==> src/rtl/mdu_hilo_pkg.sv <==
// Shared definitions for the mdu_hilo multiply/divide unit: op codes, FSM states,
// divide-by-zero LO value and small op-decode helpers.
package mdu_hilo_pkg;

  typedef enum logic [1:0] {
    OP_MULT  = 2'b00,
    OP_MULTU = 2'b01,
    OP_DIV   = 2'b10,
    OP_DIVU  = 2'b11
  } mdu_op_t;

  typedef enum logic [1:0] {
    S_IDLE = 2'b00,
    S_RUN  = 2'b01,
    S_FIX  = 2'b10
  } mdu_state_t;

  localparam logic [31:0] DIV0_LO = 32'hFFFF_FFFF;

  function automatic logic op_is_div(input mdu_op_t op);
    return op[1];
  endfunction

  function automatic logic op_is_signed(input mdu_op_t op);
    return ~op[0];
  endfunction

endpackage

==> src/rtl/mdu_step.sv <==
// One iteration of the unsigned multiply/divide datapath: shift-add for multiply,
// restoring subtract for divide. acc holds {upper, lower} halves.
module mdu_step
  import mdu_hilo_pkg::*;
#(
  parameter int WIDTH = 32
) (
  input  mdu_op_t              op,
  input  logic [2*WIDTH-1:0]   acc,
  input  logic [WIDTH-1:0]     operand,
  output logic [2*WIDTH-1:0]   acc_next
);

  logic [WIDTH:0]   mul_sum;
  logic [WIDTH:0]   rem_sh;
  logic [WIDTH-1:0] rem_diff;

  always_comb begin
    // Multiply: multiplier sits in the low half and shifts out LSB first.
    mul_sum  = {1'b0, acc[2*WIDTH-1:WIDTH]} + (acc[0] ? {1'b0, operand} : '0);
    // Divide: shift the dividend MSB into the partial remainder, then trial-subtract.
    rem_sh   = {acc[2*WIDTH-1:WIDTH], acc[WIDTH-1]};
    rem_diff = rem_sh[WIDTH-1:0] - operand;
    acc_next = {mul_sum, acc[WIDTH-1:1]};
    if (op_is_div(op)) begin
      if (rem_sh >= {1'b0, operand}) begin
        acc_next = {rem_diff, acc[WIDTH-2:0], 1'b1};
      end else begin
        acc_next = {rem_sh[WIDTH-1:0], acc[WIDTH-2:0], 1'b0};
      end
    end
  end

endmodule

==> src/rtl/mdu_hilo.sv <==
// Multi-cycle MULT/MULTU/DIV/DIVU unit with architectural HI/LO registers.
// Define MDU_FAST_MUL_EN to complete multiplies in one cycle via a direct multiplier.
module mdu_hilo
  import mdu_hilo_pkg::*;
#(
  parameter int WIDTH = 32,
  parameter int ITER  = 32
) (
  input  logic             CLK,
  input  logic             RST,
  input  logic             Start,
  input  logic [1:0]       Op,
  input  logic [WIDTH-1:0] A,
  input  logic [WIDTH-1:0] B,
  input  logic             HI_W,
  input  logic             LO_W,
  input  logic [WIDTH-1:0] W_data,
  output logic             Busy,
  output logic             Done,
  output logic [WIDTH-1:0] HI,
  output logic [WIDTH-1:0] LO
);

  localparam int CW = $clog2(ITER + 1);

  mdu_state_t         state_reg;
  mdu_op_t            op_reg;
  mdu_op_t            op_in;
  logic [2*WIDTH-1:0] acc_reg;
  logic [2*WIDTH-1:0] acc_next;
  logic [WIDTH-1:0]   opnd_reg;
  logic [WIDTH-1:0]   a_orig_reg;
  logic [WIDTH-1:0]   hi_reg;
  logic [WIDTH-1:0]   lo_reg;
  logic [CW-1:0]      cnt_reg;
  logic               neg_q_reg;
  logic               neg_r_reg;
  logic               div0_reg;
  logic               busy_reg;
  logic               done_reg;

  logic               sgn_in;
  logic [WIDTH-1:0]   a_mag;
  logic [WIDTH-1:0]   b_mag;
  logic [2*WIDTH-1:0] prod_fix;
  logic [WIDTH-1:0]   quo_fix;
  logic [WIDTH-1:0]   rem_fix;

  always_comb begin
    op_in    = mdu_op_t'(Op);
    sgn_in   = op_is_signed(op_in);
    a_mag    = (sgn_in && A[WIDTH-1]) ? -A : A;
    b_mag    = (sgn_in && B[WIDTH-1]) ? -B : B;
    prod_fix = neg_q_reg ? -acc_reg : acc_reg;
    quo_fix  = neg_q_reg ? -acc_reg[WIDTH-1:0] : acc_reg[WIDTH-1:0];
    rem_fix  = neg_r_reg ? -acc_reg[2*WIDTH-1:WIDTH] : acc_reg[2*WIDTH-1:WIDTH];
  end

  mdu_step #(.WIDTH(WIDTH)) u_step (
    .op       (op_reg),
    .acc      (acc_reg),
    .operand  (opnd_reg),
    .acc_next (acc_next)
  );

  always_ff @(posedge CLK) begin
    if (RST) begin
      state_reg  <= S_IDLE;
      op_reg     <= OP_MULT;
      acc_reg    <= '0;
      opnd_reg   <= '0;
      a_orig_reg <= '0;
      hi_reg     <= '0;
      lo_reg     <= '0;
      cnt_reg    <= '0;
      neg_q_reg  <= 1'b0;
      neg_r_reg  <= 1'b0;
      div0_reg   <= 1'b0;
      busy_reg   <= 1'b0;
      done_reg   <= 1'b0;
    end else begin
      done_reg <= 1'b0;
      case (state_reg)
        S_IDLE: begin
          if (Start) begin
            // Operate on magnitudes; signs are restored in FIX.
            op_reg     <= op_in;
            a_orig_reg <= A;
            opnd_reg   <= b_mag;
            cnt_reg    <= '0;
            neg_q_reg  <= sgn_in & (A[WIDTH-1] ^ B[WIDTH-1]);
            neg_r_reg  <= sgn_in & A[WIDTH-1];
            div0_reg   <= op_is_div(op_in) && (B == '0);
`ifdef MDU_FAST_MUL_EN
            if (!op_is_div(op_in)) begin
              acc_reg   <= {{WIDTH{1'b0}}, a_mag} * {{WIDTH{1'b0}}, b_mag};
              state_reg <= S_FIX;
            end else begin
              acc_reg   <= {{WIDTH{1'b0}}, a_mag};
              state_reg <= S_RUN;
              busy_reg  <= 1'b1;
            end
`else
            acc_reg   <= {{WIDTH{1'b0}}, a_mag};
            state_reg <= S_RUN;
            busy_reg  <= 1'b1;
`endif
          end else begin
            if (HI_W) hi_reg <= W_data;
            if (LO_W) lo_reg <= W_data;
          end
        end
        S_RUN: begin
          acc_reg <= acc_next;
          cnt_reg <= cnt_reg + 1'b1;
          if (cnt_reg == CW'(ITER - 1)) state_reg <= S_FIX;
        end
        S_FIX: begin
          if (op_is_div(op_reg)) begin
            if (div0_reg) begin
              hi_reg <= a_orig_reg;
              lo_reg <= WIDTH'(DIV0_LO);
            end else begin
              hi_reg <= rem_fix;
              lo_reg <= quo_fix;
            end
          end else begin
            {hi_reg, lo_reg} <= prod_fix;
          end
          busy_reg  <= 1'b0;
          done_reg  <= 1'b1;
          state_reg <= S_IDLE;
        end
        default: state_reg <= S_IDLE;
      endcase
    end
  end

  assign Busy = busy_reg;
  assign Done = done_reg;
  assign HI   = hi_reg;
  assign LO   = lo_reg;

endmodule
==> config.mk <==
export PLATFORM = sky130hd
export DESIGN_NAME = mdu_hilo
export DESIGN_NICKNAME = d
export VERILOG_FILES = /design/src/rtl/mdu_hilo_pkg.sv /design/src/rtl/mdu_step.sv /design/src/rtl/mdu_hilo.sv
export SDC_FILE = /design/constraint.sdc
export NUM_CORES = 1
export LEC_CHECK = 0
export CAP_MARGIN = 10
export CORE_MARGIN = 10
export CORE_UTILIZATION = 48
export CTS_BUF_LIST = sky130_fd_sc_hd__clkbuf_16
export CTS_CLUSTER_SIZE = 20
export DETAILED_ROUTE_END_ITERATION = 10
export PLACE_DENSITY_LB_ADDON = 0.08
export SLEW_MARGIN = 20
export SYNTH_ARGS = -nofsm -noshare
export SYNTH_HDL_FRONTEND = slang
export SYNTH_SLANG_ARGS = --single-unit
==> constraint.sdc <==
create_clock -name CLK -period 3.7 [get_ports CLK]
set_input_delay 0.925 -clock CLK [delete_from_list [all_inputs] [get_ports CLK]]
set_output_delay 0.925 -clock CLK [all_outputs]
set_load 0.005 [all_outputs]
==> metrics.yaml, run 1 <==
floorplanning:
  die_w_um: 202
  io_pins: 169
  dieHeight_um: 202
  initial_core_util_pct: 48.8
  dieArea_mm2: 0.0408
  fp-row-count: 66
  core_mm2: 0.0326
clock_network:
  ctsHoldBuffers: 0
  cts-root-buf: "clkbuf_16"
  cts_tree: "yes"
  cts.clk_slew.worst_paths_ns: 0.06
  post_cts_buffers: 0
  cts_buffers: 26
  cts_max_level: 1
  clock-sinks: 206
  clkLatencyLatePin_ns: 0.54
  clock_path_buffers: 3
layout:
  synthToLayoutAreaGrowth_pct: 21.7
  nets: 2462
  layout.cells.non_filler: 2750
  largest_register_ffs: 64
  utilization_pct: 59.3
  drive_gt1_share_pct: 8.89
timing:
  tightest_slew_ns: 1.06
  period_share_pct: 95.0
  slew_viol_final: 0
  hold_viol_final: 0
  slew_headroom_pct: 29.0
  setup_violations: 0
  timing.hold.ws_ns: 0.454
  timing.final.crit_period_ns: 3.51
  clock_skew_ns: 0.0106
  fmax_mhz: 285
  rsz0062_at_grt: "no"
global_route:
  grt.total_usage_pct: 28.8
  antenna_found_initial: 1
  grt_max_degree: 115
  grt_pass1_wl_um: 93900
  grt_pass1_vias: 15919
  overflow: 0
synth:
  netlist-cell-type-count: 83
  synth_area_leader_cell: "dfxtp_1"
  ys_ff_latch: 206
  yosys.area.top_type_share_pct: 25.9
  netlist_instances: 2134
  async_reset_ff_share_pct: 0
  yosysSeqAreaShare_pct: 25.9
  synth_warnings: 0
  avgSynthCellArea_um2: 7.45
  yosys_most_used_dff: "dfxtp_1"
  synth_fp_nets: 2308
  netlist_area_mm2: 0.0159
  synth_area_leaders: "dfxtp_1 (26%), a21oi_1 (6.4%), xor2_1 (5.6%)"
  synth_edf_count: 0
placement:
  dp_hpwl_um: 48600
  dp.cells: 2702
  port_buffers: 168
  place.gp.congestion: 0.974
run_status:
  status: "completed"
detailed_routing:
  drt_iter0_drc: 1542
  wirelength_um: 62200
  ant_nets: 0
  wl_per_cell_um: 22.6
  vias: 16915
  avgViaCountPerCell: 6.15
  drc: 0
  dr.pass1.iters: 6
critical_path:
  crit_required_ns: 4.10
  crit_type: "reg2reg"
  endpoint_kind: "register"
  cp_max_fo: 7
  startpoint_type: "register"
  cp.arrival_ns: 3.92
power_and_ir_drop:
  p_leak_nw: 7.54
  peakVddDrop_v: 0.000342
  power_density_mw_per_mm2: 349
  report.power.total_mw: 6.75
worst_hold_path:
  min_path_type: "reg2reg"
flow_run:
  drv_cap: 0
-- logic make-up after synthesis --
kind of cell	count (synthesis)	share of synthesized area, %
fa+ha+maj	71	5.68
xor+xnor	193	10.6
compound gates	698	28.8
buf+inv	226	5.46
flops	206	25.9
simple gates	689	20.3
mux	51	3.24
-- per-stage QoR --
step	TNS, ns	area [um2]	worst slack, ns
6_report	0	19400	0.185
3_3_place_gp	-0.328	18500	-0.117
5_1_grt	0	19400	0.0414
4_1_cts	0	19300	0.195
3_5_place_dp	-0.519	18500	-0.129
2_1_floorplan	0	15900	0.464
-- critical path, stage by stage, from the launching register on --
cell,delay [ns]
dfxtp_1,0.38
inv_1,0.18
ha_1,0.21
or3b_1,0.44
nand4b_4,0.24
or3_1,0.44
or4b_1,0.58
or2_1,0.28
o21ai_1,0.17
xnor2_1,0.08
o22ai_1,0.29
nor3_1,0.09
-- placed cells by master (no fill, tap or decap), types with 8 or more instances in the layout --
cell type,n
buf_4,121
o31ai_1,24
a221o_1,8
a22oi_1,19
clkbuf_16,27
nand2_1,230
xor2_1,101
xnor2_1,92
o41ai_1,15
a211o_1,8
o221ai_1,26
a211oi_1,95
o21a_1,15
nor4_1,15
inv_1,64
a311oi_1,15
nor2_1,230
a21oi_1,202
ha_1,69
nand3_1,21
o21ai_0,129
a31oi_1,15
a21o_1,37
nand4_1,17
dfxtp_1,202
o22ai_1,12
and3_1,12
o211ai_1,16
nor3_1,39
or4_1,10
clkdlybuf4s50_1,167
nor2b_1,15
and2_1,8
or3_1,31
nand2b_1,14
mux2i_1,47
-- timing repair --
action                     in CTS  in global routing
setup endpoints to repair       0                  8
hold endpoints to repair        0                  0
resized for setup               0                  5
-- where the power goes --
| part | internal (mW) | total, mW | switching [mW] | leakage, nW |
|---|---|---|---|---|
| logic | 0.749 | 1.76 | 1.01 | 5.42 |
| clock network | 1.45 | 2.47 | 1.02 | 0.429 |
| registers | 2.36 | 2.53 | 0.166 | 1.69 |
| total | 4.56 | 6.75 | 2.20 | 7.54 |
-- per-layer routing --
| layer | vias up | routed length, um | track usage [%] |
|---|---|---|---|
| li1 | 8078 | - | - |
| met1 | 7992 | 25400 | 34.8 |
| met2 | 696 | 29000 | 48.3 |
| met3 | 149 | 3850 | 3.53 |
| met4 | 0 | 3910 | 16.9 |
| met5 | - | 0 | 0 |
-- cell usage after synthesis (all sizes together), types with 5 or more instances --
cell type    n
or3         34
inv         58
nand2      230
or2         10
buf         16
dfxtp      206
a211oi      95
nor2b       16
mux2i       47
nor4        17
nand2b      14
a2111oi      9
a211o        8
a22oi       19
clkbuf     152
o31ai       24
xnor2       92
nand4       17
xor2       101
ha          69
o31a         5
a31oi       15
nor3        40
nand3       21
o22ai       12
or4         12
nor2       232
o211ai      16
a221o        8
a21oi      202
and2         8
o21a        15
o221ai      26
a311oi      15
a21o        37
and3        12
o41ai       18
a221oi       7
o21ai      137
and4         6
-- final timing paths --
path,cells after the start,endpoint,slack (ns),start
worst max-delay path,11,HI[30]$_SDFFE_PP0P_,0.19,acc_reg[33]$_SDFFE_PP0P_
worst min-delay path,2,LO[4]$_SDFFE_PP0P_,0.45,LO[4]$_SDFFE_PP0P_
worst max register to register,11,HI[30]$_SDFFE_PP0P_,0.19,acc_reg[33]$_SDFFE_PP0P_
worst min register to register,2,LO[4]$_SDFFE_PP0P_,0.45,LO[4]$_SDFFE_PP0P_
-- cell type report --
class	count	area [um2]
timing repair buffer	294	2690
sequential	206	4130
clock buffer	27	676
inverter	58	218
tap	442	553
multi-input combinational	1702	10900
clock inverter	20	140
antenna	1	2.50
fill	3103	13300
(Power assumes the default switching activity.)
==> inputs of run 2 (changes only) <==
HOLD_SLACK_MARGIN = 0.02   (was default)
==> results of run 2 <==
The final DEF is identical to that of run 1; final timing and power are the same.
==> inputs of run 3 (changes only) <==
CORE_UTILIZATION = 35   (was 48)
==> metrics.yaml, run 3 (synthesis gave the netlist of run 1 again) <==
timing:
  clock_skew_ns: 0.0115
  tightest_slew_ns: 0.949
  hold_viol_final: 0
  setup_tns_ns: 0
  slew_viol_final: 0
  rsz0062_at_grt: "no"
  timing.hold.ws_ns: 0.452
  timing.final.crit_period_ns: 3.56
  setup_violations: 0
  slew_headroom_pct: 36.6
  fmax_mhz: 281
  period_share_pct: 96.2
detailed_routing:
  vias: 16818
  drt_iter0_drc: 1703
  ant_nets: 0
  dr.pass1.iters: 5
  wl_per_cell_um: 23.0
  avgViaCountPerCell: 5.73
  drc: 0
  wirelength_um: 67500
power_and_ir_drop:
  p_sw_mw: 2.32
  combinationalPowerShare_pct: 25.6
  p_int_mw: 4.83
  report.power.total_mw: 7.15
  swShare_pct: 32.5
  peakVddDrop_v: 0.000320
  power_density_mw_per_mm2: 360
  power_frac_clock_pct: 39.2
  p_leak_nw: 7.70
  seqPwrFrac_pct: 35.2
placement:
  place.gp.congestion: 0.979
  dp.cells: 2885
  dp_hpwl_um: 52600
  port_buffers: 168
critical_path:
  cp_cell_sequence: "buf_4, nor3_1, nand4b_4, or3_1, or4b_1, or2_1, o21ai_2, xor2_1, a22oi_1, a22o_1"
  crit_required_ns: 4.15
  slowest_delay_ns: 0.60
  startpoint_type: "register"
  crit_slowest_cell: "or4b_1"
  cp.arrival_ns: 4.01
  crit_type: "reg2reg"
  endpoint_kind: "register"
  cp_max_fo: 5
flow_run:
  drv_cap: 0
global_route:
  overflow: 0
  antenna_found_initial: 0
  grt_pass1_wl_um: 101000
  grt_pass1_vias: 16135
  grt.total_usage_pct: 23.9
  grt_max_degree: 131
layout:
  utilization_pct: 43.9
  largest_register_ffs: 64
  nets: 2487
  synthToLayoutAreaGrowth_pct: 24.9
  final_cell_mix: "nand2_1 (230), nor2_1 (230), dfxtp_1 (203)"
  layout.cells.non_filler: 2933
  n_antenna_cell: 0
  drive_gt1_share_pct: 9.99
clock_network:
  clkLatencyLatePin_ns: 0.56
  cts_max_level: 1
  cts_buffers: 26
  ctsHoldBuffers: 0
  cts.clk_slew.worst_paths_ns: 0.06
  cts_tree: "yes"
  clock-sinks: 206
  cts-root-buf: "clkbuf_16"
  clock_path_buffers: 3
floorplanning:
  dieArea_mm2: 0.0544
  io_pins: 169
  die_w_um: 233
  initial_core_util_pct: 35.2
  core_mm2: 0.0452
  dieHeight_um: 233
  fp-row-count: 78
worst_hold_path:
  min_path_type: "reg2reg"
run_status:
  status: "completed"
-- run 3: worst max-delay path, delay by kind of cell (launching register included) --
kind / cells / cell delay (ns)
flip-flops: 1 / 0.35
buffers and inverters: 1 / 0.18
XOR/XNOR: 1 / 0.24
AND/OR/NAND/NOR: 5 / 2.12
AO/OA/AOI/OAI: 3 / 0.55
-- run 3: layout make-up --
type	instances	area, um2
clock buffers	26	651
clock inverters	22	267
fillers	4690	25300
inverters	58	218
multi-input cells	1702	11000
flip-flops and latches	206	4130
well taps	600	751
repair buffers	319	2890
-- run 3: power groups by stage --
stage,Sequential (mW),Combinational [mW],Clock (mW)
after floorplan,2.49,1.10,0
after global placement,2.56,1.81,0
after detailed placement,2.56,1.82,0
after CTS,2.52,1.83,2.85
after global routing,2.53,2.00,2.93
final,2.52,1.83,2.80
-- run 3: worst paths after layout --
| check | from | to | slack, ns | depth (start not counted) |
|---|---|---|---|---|
| min | LO[13]$_SDFFE_PP0P_ | LO[13]$_SDFFE_PP0P_ | 0.45 | 2 |
| min reg2reg | LO[13]$_SDFFE_PP0P_ | LO[13]$_SDFFE_PP0P_ | 0.45 | 2 |
| max reg2reg | acc_reg[41]$_SDFFE_PP0P_ | HI[28]$_SDFFE_PP0P_ | 0.14 | 10 |
| max | acc_reg[41]$_SDFFE_PP0P_ | HI[28]$_SDFFE_PP0P_ | 0.14 | 10 |
-- run 3: per-layer routing --
| metal | share of wire, % | global-route usage, % | vias to the layer above |
|---|---|---|---|
| li1 | - | - | 8105 |
| met1 | 42 | 29.7 | 8077 |
| met2 | 48 | 40.9 | 528 |
| met3 | 5.2 | 2.74 | 108 |
| met4 | 4.7 | 10.5 | 0 |
| met5 | 0 | 0 | - |
-- run 3: through the flow --
stage               area (um2)  worst slack, ns
floorplan                15900            0.464
global placement         18900           -0.132
detailed placement       18900           -0.119
CTS                      19900            0.176
global route             19900           0.0196
finish                   19900            0.141
-- run 3: what timing repair did --
action / CTS / global route
resized for setup: 0 / 3
endpoints found under the setup margin: 0 / 5
buffers inserted: 0 / 0
